==> src/rtl/pipe_wb_regfile_pkg.sv <==
// Shared constants and types for the writeback stage and CPU register file.
package pipe_wb_regfile_pkg;

   localparam int DATA_W_DEF = 32;
   localparam int NREGS_DEF  = 32;
   localparam int CNT_W_DEF  = 32;
   localparam int RN_W       = 5;

   typedef logic [RN_W-1:0] reg_num_t;

   localparam reg_num_t REG_ZERO = 5'd0;

   function automatic logic is_zero_reg(input reg_num_t rn);
      return rn == REG_ZERO;
   endfunction

endpackage

==> src/rtl/pipe_wb_regfile_if.sv <==
// WB-stage inputs, ID/debug read ports and status outputs of the register file.
interface pipe_wb_regfile_if
   import pipe_wb_regfile_pkg::*;
#(
   parameter int DATA_W = DATA_W_DEF,
   parameter int CNT_W  = CNT_W_DEF
);
   logic              wwreg;
   logic              wm2reg;
   logic [DATA_W-1:0] wmo;
   logic [DATA_W-1:0] walu;
   reg_num_t          wrn;
   reg_num_t          rna;
   reg_num_t          rnb;
   reg_num_t          dbg_rn;
   logic [DATA_W-1:0] qa;
   logic [DATA_W-1:0] qb;
   logic [DATA_W-1:0] dbg_q;
   logic [DATA_W-1:0] wdi;
   logic              wb_commit;
   logic [CNT_W-1:0]  retire_cnt;

   modport master (
      output wwreg, wm2reg, wmo, walu, wrn, rna, rnb, dbg_rn,
      input  qa, qb, dbg_q, wdi, wb_commit, retire_cnt
   );

   modport slave (
      input  wwreg, wm2reg, wmo, walu, wrn, rna, rnb, dbg_rn,
      output qa, qb, dbg_q, wdi, wb_commit, retire_cnt
   );
endinterface

==> src/rtl/pipe_wb_regfile_readport.sv <==
// One register-file read port: r0 reads zero, optional same-cycle write bypass, else array.
module pipe_rf_readport
   import pipe_wb_regfile_pkg::*;
#(
   parameter int DATA_W = DATA_W_DEF,
   parameter int NREGS  = NREGS_DEF
)(
   input  reg_num_t          rn,
   input  logic              bypass_en,
   input  reg_num_t          wn,
   input  logic [DATA_W-1:0] wd,
   input  logic [DATA_W-1:0] regs [NREGS],
   output logic [DATA_W-1:0] q
);
   always_comb begin
      q = regs[rn];
      if (is_zero_reg(rn)) begin
         q = '0;
      end else if (bypass_en && (rn == wn)) begin
         q = wd;
      end
   end
endmodule

==> src/rtl/pipe_wb_regfile.sv <==
// Writeback value select, 32x32 register file with bypassed ID reads, debug read, retire counter.
module pipe_wb_regfile
   import pipe_wb_regfile_pkg::*;
#(
   parameter int DATA_W = DATA_W_DEF,
   parameter int NREGS  = NREGS_DEF,
   parameter int CNT_W  = CNT_W_DEF
)(
   input  logic              clock,
   input  logic              resetn,
   pipe_wb_regfile_if.slave  bus
);
   logic [DATA_W-1:0] regs_reg [NREGS];
   logic [CNT_W-1:0]  cnt_reg;
   logic [DATA_W-1:0] wdi;
   logic              commit;

   assign wdi    = bus.wm2reg ? bus.wmo : bus.walu;
   // Gating with resetn also disables the read bypass during reset.
   assign commit = resetn & bus.wwreg & ~is_zero_reg(bus.wrn);

   always_ff @(posedge clock) begin
      if (!resetn) begin
         for (int i = 0; i < NREGS; i++) begin
            regs_reg[i] <= '0;
         end
         cnt_reg <= '0;
      end else if (commit) begin
         regs_reg[bus.wrn] <= wdi;
         cnt_reg           <= cnt_reg + CNT_W'(1);
      end
   end

   pipe_rf_readport #(.DATA_W(DATA_W), .NREGS(NREGS)) u_port_a (
      .rn        (bus.rna),
      .bypass_en (commit),
      .wn        (bus.wrn),
      .wd        (wdi),
      .regs      (regs_reg),
      .q         (bus.qa)
   );

   pipe_rf_readport #(.DATA_W(DATA_W), .NREGS(NREGS)) u_port_b (
      .rn        (bus.rnb),
      .bypass_en (commit),
      .wn        (bus.wrn),
      .wd        (wdi),
      .regs      (regs_reg),
      .q         (bus.qb)
   );

   // Debug port shows committed state only.
   pipe_rf_readport #(.DATA_W(DATA_W), .NREGS(NREGS)) u_port_dbg (
      .rn        (bus.dbg_rn),
      .bypass_en (1'b0),
      .wn        (REG_ZERO),
      .wd        ('0),
      .regs      (regs_reg),
      .q         (bus.dbg_q)
   );

   assign bus.wdi        = wdi;
   assign bus.wb_commit  = commit;
   assign bus.retire_cnt = cnt_reg;
endmodule

==> src/flat_wrapper.sv <==
// flat-port wrapper written by rule: the top's interface ports become plain ports
module pipe_wb_regfile_flat import pipe_wb_regfile_pkg::*;
#(
   parameter int DATA_W = DATA_W_DEF,
   parameter int NREGS  = NREGS_DEF,
   parameter int CNT_W  = CNT_W_DEF
)
  (clock, resetn, bus_wwreg, bus_wm2reg, bus_wmo, bus_walu, bus_wrn, bus_rna, bus_rnb, bus_dbg_rn, bus_qa, bus_qb, bus_dbg_q, bus_wdi, bus_wb_commit, bus_retire_cnt);
  pipe_wb_regfile_if #(.DATA_W(DATA_W), .CNT_W(CNT_W)) bus_i ();
  input  logic clock;
  input  logic resetn;
  input wire logic [$bits(bus_i.wwreg)-1:0] bus_wwreg;
  input wire logic [$bits(bus_i.wm2reg)-1:0] bus_wm2reg;
  input wire logic [$bits(bus_i.wmo)-1:0] bus_wmo;
  input wire logic [$bits(bus_i.walu)-1:0] bus_walu;
  input wire logic [$bits(bus_i.wrn)-1:0] bus_wrn;
  input wire logic [$bits(bus_i.rna)-1:0] bus_rna;
  input wire logic [$bits(bus_i.rnb)-1:0] bus_rnb;
  input wire logic [$bits(bus_i.dbg_rn)-1:0] bus_dbg_rn;
  output wire logic [$bits(bus_i.qa)-1:0] bus_qa;
  output wire logic [$bits(bus_i.qb)-1:0] bus_qb;
  output wire logic [$bits(bus_i.dbg_q)-1:0] bus_dbg_q;
  output wire logic [$bits(bus_i.wdi)-1:0] bus_wdi;
  output wire logic [$bits(bus_i.wb_commit)-1:0] bus_wb_commit;
  output wire logic [$bits(bus_i.retire_cnt)-1:0] bus_retire_cnt;
  assign bus_i.wwreg = bus_wwreg;
  assign bus_i.wm2reg = bus_wm2reg;
  assign bus_i.wmo = bus_wmo;
  assign bus_i.walu = bus_walu;
  assign bus_i.wrn = bus_wrn;
  assign bus_i.rna = bus_rna;
  assign bus_i.rnb = bus_rnb;
  assign bus_i.dbg_rn = bus_dbg_rn;
  assign bus_qa = bus_i.qa;
  assign bus_qb = bus_i.qb;
  assign bus_dbg_q = bus_i.dbg_q;
  assign bus_wdi = bus_i.wdi;
  assign bus_wb_commit = bus_i.wb_commit;
  assign bus_retire_cnt = bus_i.retire_cnt;
  pipe_wb_regfile #(.DATA_W(DATA_W), .NREGS(NREGS), .CNT_W(CNT_W)) u_core (.clock(clock), .resetn(resetn), .bus(bus_i));
endmodule
==> config.mk <==
export PLATFORM = sky130hd
export DESIGN_NAME = pipe_wb_regfile_flat
export DESIGN_NICKNAME = d
export VERILOG_FILES = /design/src/rtl/pipe_wb_regfile_pkg.sv /design/src/rtl/pipe_wb_regfile_if.sv /design/src/rtl/pipe_wb_regfile_readport.sv /design/src/rtl/pipe_wb_regfile.sv /design/src/flat_wrapper.sv
export SDC_FILE = /design/constraint.sdc
export NUM_CORES = 2
export LEC_CHECK = 0
export CORE_UTILIZATION = 40
export DETAILED_ROUTE_END_ITERATION = 8
export MAX_ROUTING_LAYER = met4
export SLEW_MARGIN = 10
export SYNTH_ARGS = -nofsm -noshare
export SYNTH_HDL_FRONTEND = slang
export SYNTH_SLANG_ARGS = --single-unit
==> constraint.sdc <==
create_clock -name clock -period 7.7 [get_ports clock]
set_input_delay 2.31 -clock clock [delete_from_list [all_inputs] [get_ports clock]]
set_output_delay 2.31 -clock clock [all_outputs]
set_load 0.1 [all_outputs]
==> impl_results.md <==
* Clock Sinks at roughly 1,100
* Setup-failing EPs final at 0
* CTS tree: yes
* Nets at 5,766
* First-pass DRT Iterations at 8
* Syn nets at between 5,000 and 6,000
* Hpwl dp at around 180,000 um
* Startpoint types: input pin
* Logic pwr share at 0.157
* Worst hold margin at 0.492 ns
* DRC violations left at 0
* First-pass GRT wire length at 379,000 um
* Initial antenna violation count at 12
* Placed Instances at 7,614
* Req. time, crit path at between 5 and 6 ns
* Placer congestion estimate at ~1
* Hold path cells at 2
* CTS clk-pin slew, worst paths at roughly 0.060 ns
* Final Hold Fails at 0
* HP Class: flip-flop to flip-flop
* Fin cells at roughly 7,800
* Post-CTS setup buffers at 0
* Sequential share of power at 0.399
* Avg Cell Area, Syn at about 11 um^2
* GRT Util Overall at 0.339
* Critical Path AT at 5.38 ns
* Crit end category: primary output
* Sw Share at 0.293
* Clock Path Buffers at 3
* Final core utilization at 0.474
* Area of the multi-input gates at around 39,000 um^2
* Commonest non-fill, non-tap cell in the layout: nand2_1
* Seq/Total Area, Yosys at 0.335
* Area of the mapped netlist at approximately 63,000 um^2
* Final period util at 0.999
* Run status: finished clean
* Post-route ant nets at 0
* Die Wd at roughly 400 um
* Count of boundary I/O pins at ~250
* Root Driver: clkbuf_16
* Pwr Density at between 150 and 200 nW/um^2
* Post-CTS Hold Buffers at 0
* Top_reg_cell synth: dfxtp_1
* Die area at ~160,000 um^2
* Synth Instances at between 5,000 and 6,000
* Slew headroom at 0.255
* Number of flops mapped to enable cells by yosys at 0
* Height of the die at approximately 400 um
* Crit Path Max Fanout at 24
* Worst ir drop on vdd at 0.173 mV
* Routed wire per std cell at roughly 34 um
* Yosys reg bits at about 1,100
* Worst reg-to-reg path cell count at 5
* FFs w/ async S/R, synth at 0
* PortBufs at between 200 and 250
* Largest net degree at the start of global routing at 199
* Max Cap Viol at 0
* Final Max Slew Viols at 0
* CP Class: input pin to primary output
* Synth cell types at 70
* Layout overhead on the synthesized area at 17.4%
* RSZ-0062 raised after global routing: no
* Clock power share at 0.443
* Fmax achieved at around 0.13 GHz
* Core ar. at roughly 160,000 um^2
* Clk_lat worst skew at ~0.75 ns
* Ys Warns at 0
* Vias per Instance at 6.99
* Clock skew at around 0.0068 ns
* Routed WL at about 270,000 um
* Via Count at between 50,000 and 60,000
* Max FFs per register at between 1,000 and 1,500
* Fill count at roughly 14,000
* Layout cells sized above 1 at 0.280
* Most frequent cells in the layout: nand2_1 (1,074), dfxtp_1 (1,056), o211a_1 (993), mux4_2 (769), buf_4 (343)
* H-tree depth at 3
* Gr ovfl total at 0
* Initial drt markers at between 9,000 and 10,000
* Initial core utilization at 0.404
* Final Critical Period at 7.69 ns
* Internal power at just under 10 mW
* Pleak at ~38 nW
* Psw at slightly above 4 mW
* Worst-Margin Slew at roughly 1.1 ns
* Num CTS Buffers at approximately 120
* Vias in the first global route at roughly 50,000
* Seq. cell area at between 20,000 and 25,000 um^2
* Row count at around 150
## final cells by class
| type | count | area share |
|---|---|---|
| repair buffers | 618 | 0.0935 |
| clock buffers | 177 | 0.0481 |
| inverters | 75 | 0.00380 |
| diodes | 11 | 0.000371 |
| well taps | 2058 | 0.0347 |
| clock inverters | 43 | 0.00810 |
| flip-flops and latches | 1056 | 0.285 |
| multi-input cells | 3807 | 0.526 |
## path summary, 6_finish.rpt
path                                          start                                endpoint  slack [ns]
max reg2reg   u_core.bus.retire_cnt[9]$_SDFFE_PN0P_  u_core.bus.retire_cnt[20]$_SDFFE_PN0P_        5.65
max                                      bus_rnb[3]                               bus_qb[2]        0.01
min reg2reg  u_core.bus.retire_cnt[16]$_SDFFE_PN0P_  u_core.bus.retire_cnt[16]$_SDFFE_PN0P_        0.49
min          u_core.bus.retire_cnt[16]$_SDFFE_PN0P_  u_core.bus.retire_cnt[16]$_SDFFE_PN0P_        0.49
## through the flow
step           instance area [um^2]  setup slack, ns  power, mW  TNS, ns
3_3_place_gp                  70000          -0.0349       7.79  -0.0349
5_1_grt                       74200           0.0231       14.1        0
3_5_place_dp                  70000          -0.0649       7.80  -0.0649
2_1_floorplan                 63200           -0.143       6.93   -0.143
4_1_cts                       74100           0.0116       13.8        0
6_report                      74200           0.0113       13.9        0
## worst max-delay path, stage by stage
cell and delay (ns):
clkdlybuf4s50_1 0.84, buf_12 0.28, or4_1 0.27, nor2_1 0.13, a21oi_4 0.19, buf_4 0.26
o221ai_1 0.15, o22ai_1 0.49, buf_4 0.25, buf_12 0.17
## metal layers
layer  vias up  routed length (um)  track usage
met5         -                   0            -
met4         0               16100        0.173
met3       814               38100        0.104
met2      4052              113000        0.468
met1     27900              101000        0.446
li1      22000                   -            -
## power by group through the flow
| stage | clock, mW | combinational [mW] | sequential [mW] |
|---|---|---|---|
| global placement | 0 | 2.14 | 5.66 |
| detailed placement | 0 | 2.14 | 5.66 |
| floorplan | 0 | 1.28 | 5.66 |
| CTS | 6.15 | 2.15 | 5.54 |
| global route | 6.38 | 2.23 | 5.54 |
| finish | 6.15 | 2.18 | 5.54 |
## kinds of logic (layout without fill, tap and decap cells)
logic type                 Yosys count  after routing  synth area share
buffers and inverters              760            913            0.0577
muxes                              947            947             0.303
AOI/OAI and AO/OA                 1415           1415             0.205
xor gates and xnor gates            33             33           0.00457
and+or+nand+nor                   1411           1411            0.0953
DFF                               1056           1056             0.335
adders and majority gates            1              1          0.000198
other                                0             11                 0
## cells in the mapped netlist, types with 7 or more instances
library cell / n / area share
a211oi_1: 9 / 0.0011
a21oi_1: 18 / 0.0014
a221oi_1: 28 / 0.0039
a22o_1: 9 / 0.0012
a22oi_1: 25 / 0.0030
a31oi_1: 10 / 0.00099
a41oi_1: 8 / 0.0011
and2_1: 60 / 0.0059
and3_1: 11 / 0.0011
buf_1: 20 / 0.0012
buf_2: 163 / 0.013
buf_4: 65 / 0.0077
buf_6: 29 / 0.0052
buf_8: 7 / 0.0017
clkbuf_1: 398 / 0.024
dfxtp_1: 1056 / 0.33
inv_1: 74 / 0.0044
mux2_2: 41 / 0.0073
mux2i_1: 137 / 0.022
mux4_2: 769 / 0.27
nand2_1: 1075 / 0.064
nand3_1: 27 / 0.0021
nand3b_1: 15 / 0.0018
nand4_1: 11 / 0.0011
nor2_1: 89 / 0.0053
nor2_8: 7 / 0.0022
nor2b_1: 19 / 0.0019
nor3_1: 30 / 0.0024
nor4_1: 11 / 0.0011
o211a_1: 993 / 0.16
o21ai_0: 20 / 0.0016
o21ai_1: 35 / 0.0028
o221ai_1: 57 / 0.0079
o22ai_1: 151 / 0.015
or3_1: 11 / 0.0011
or3b_2: 11 / 0.0015
xnor2_1: 16 / 0.0022
xor2_1: 17 / 0.0024
## repair_timing
action | CTS | global route
setup endpoints to repair | 1 | 7
pin swaps | 0 | 0
gates resized for setup | 1 | 4
Power figures use the tool's default switching activity.
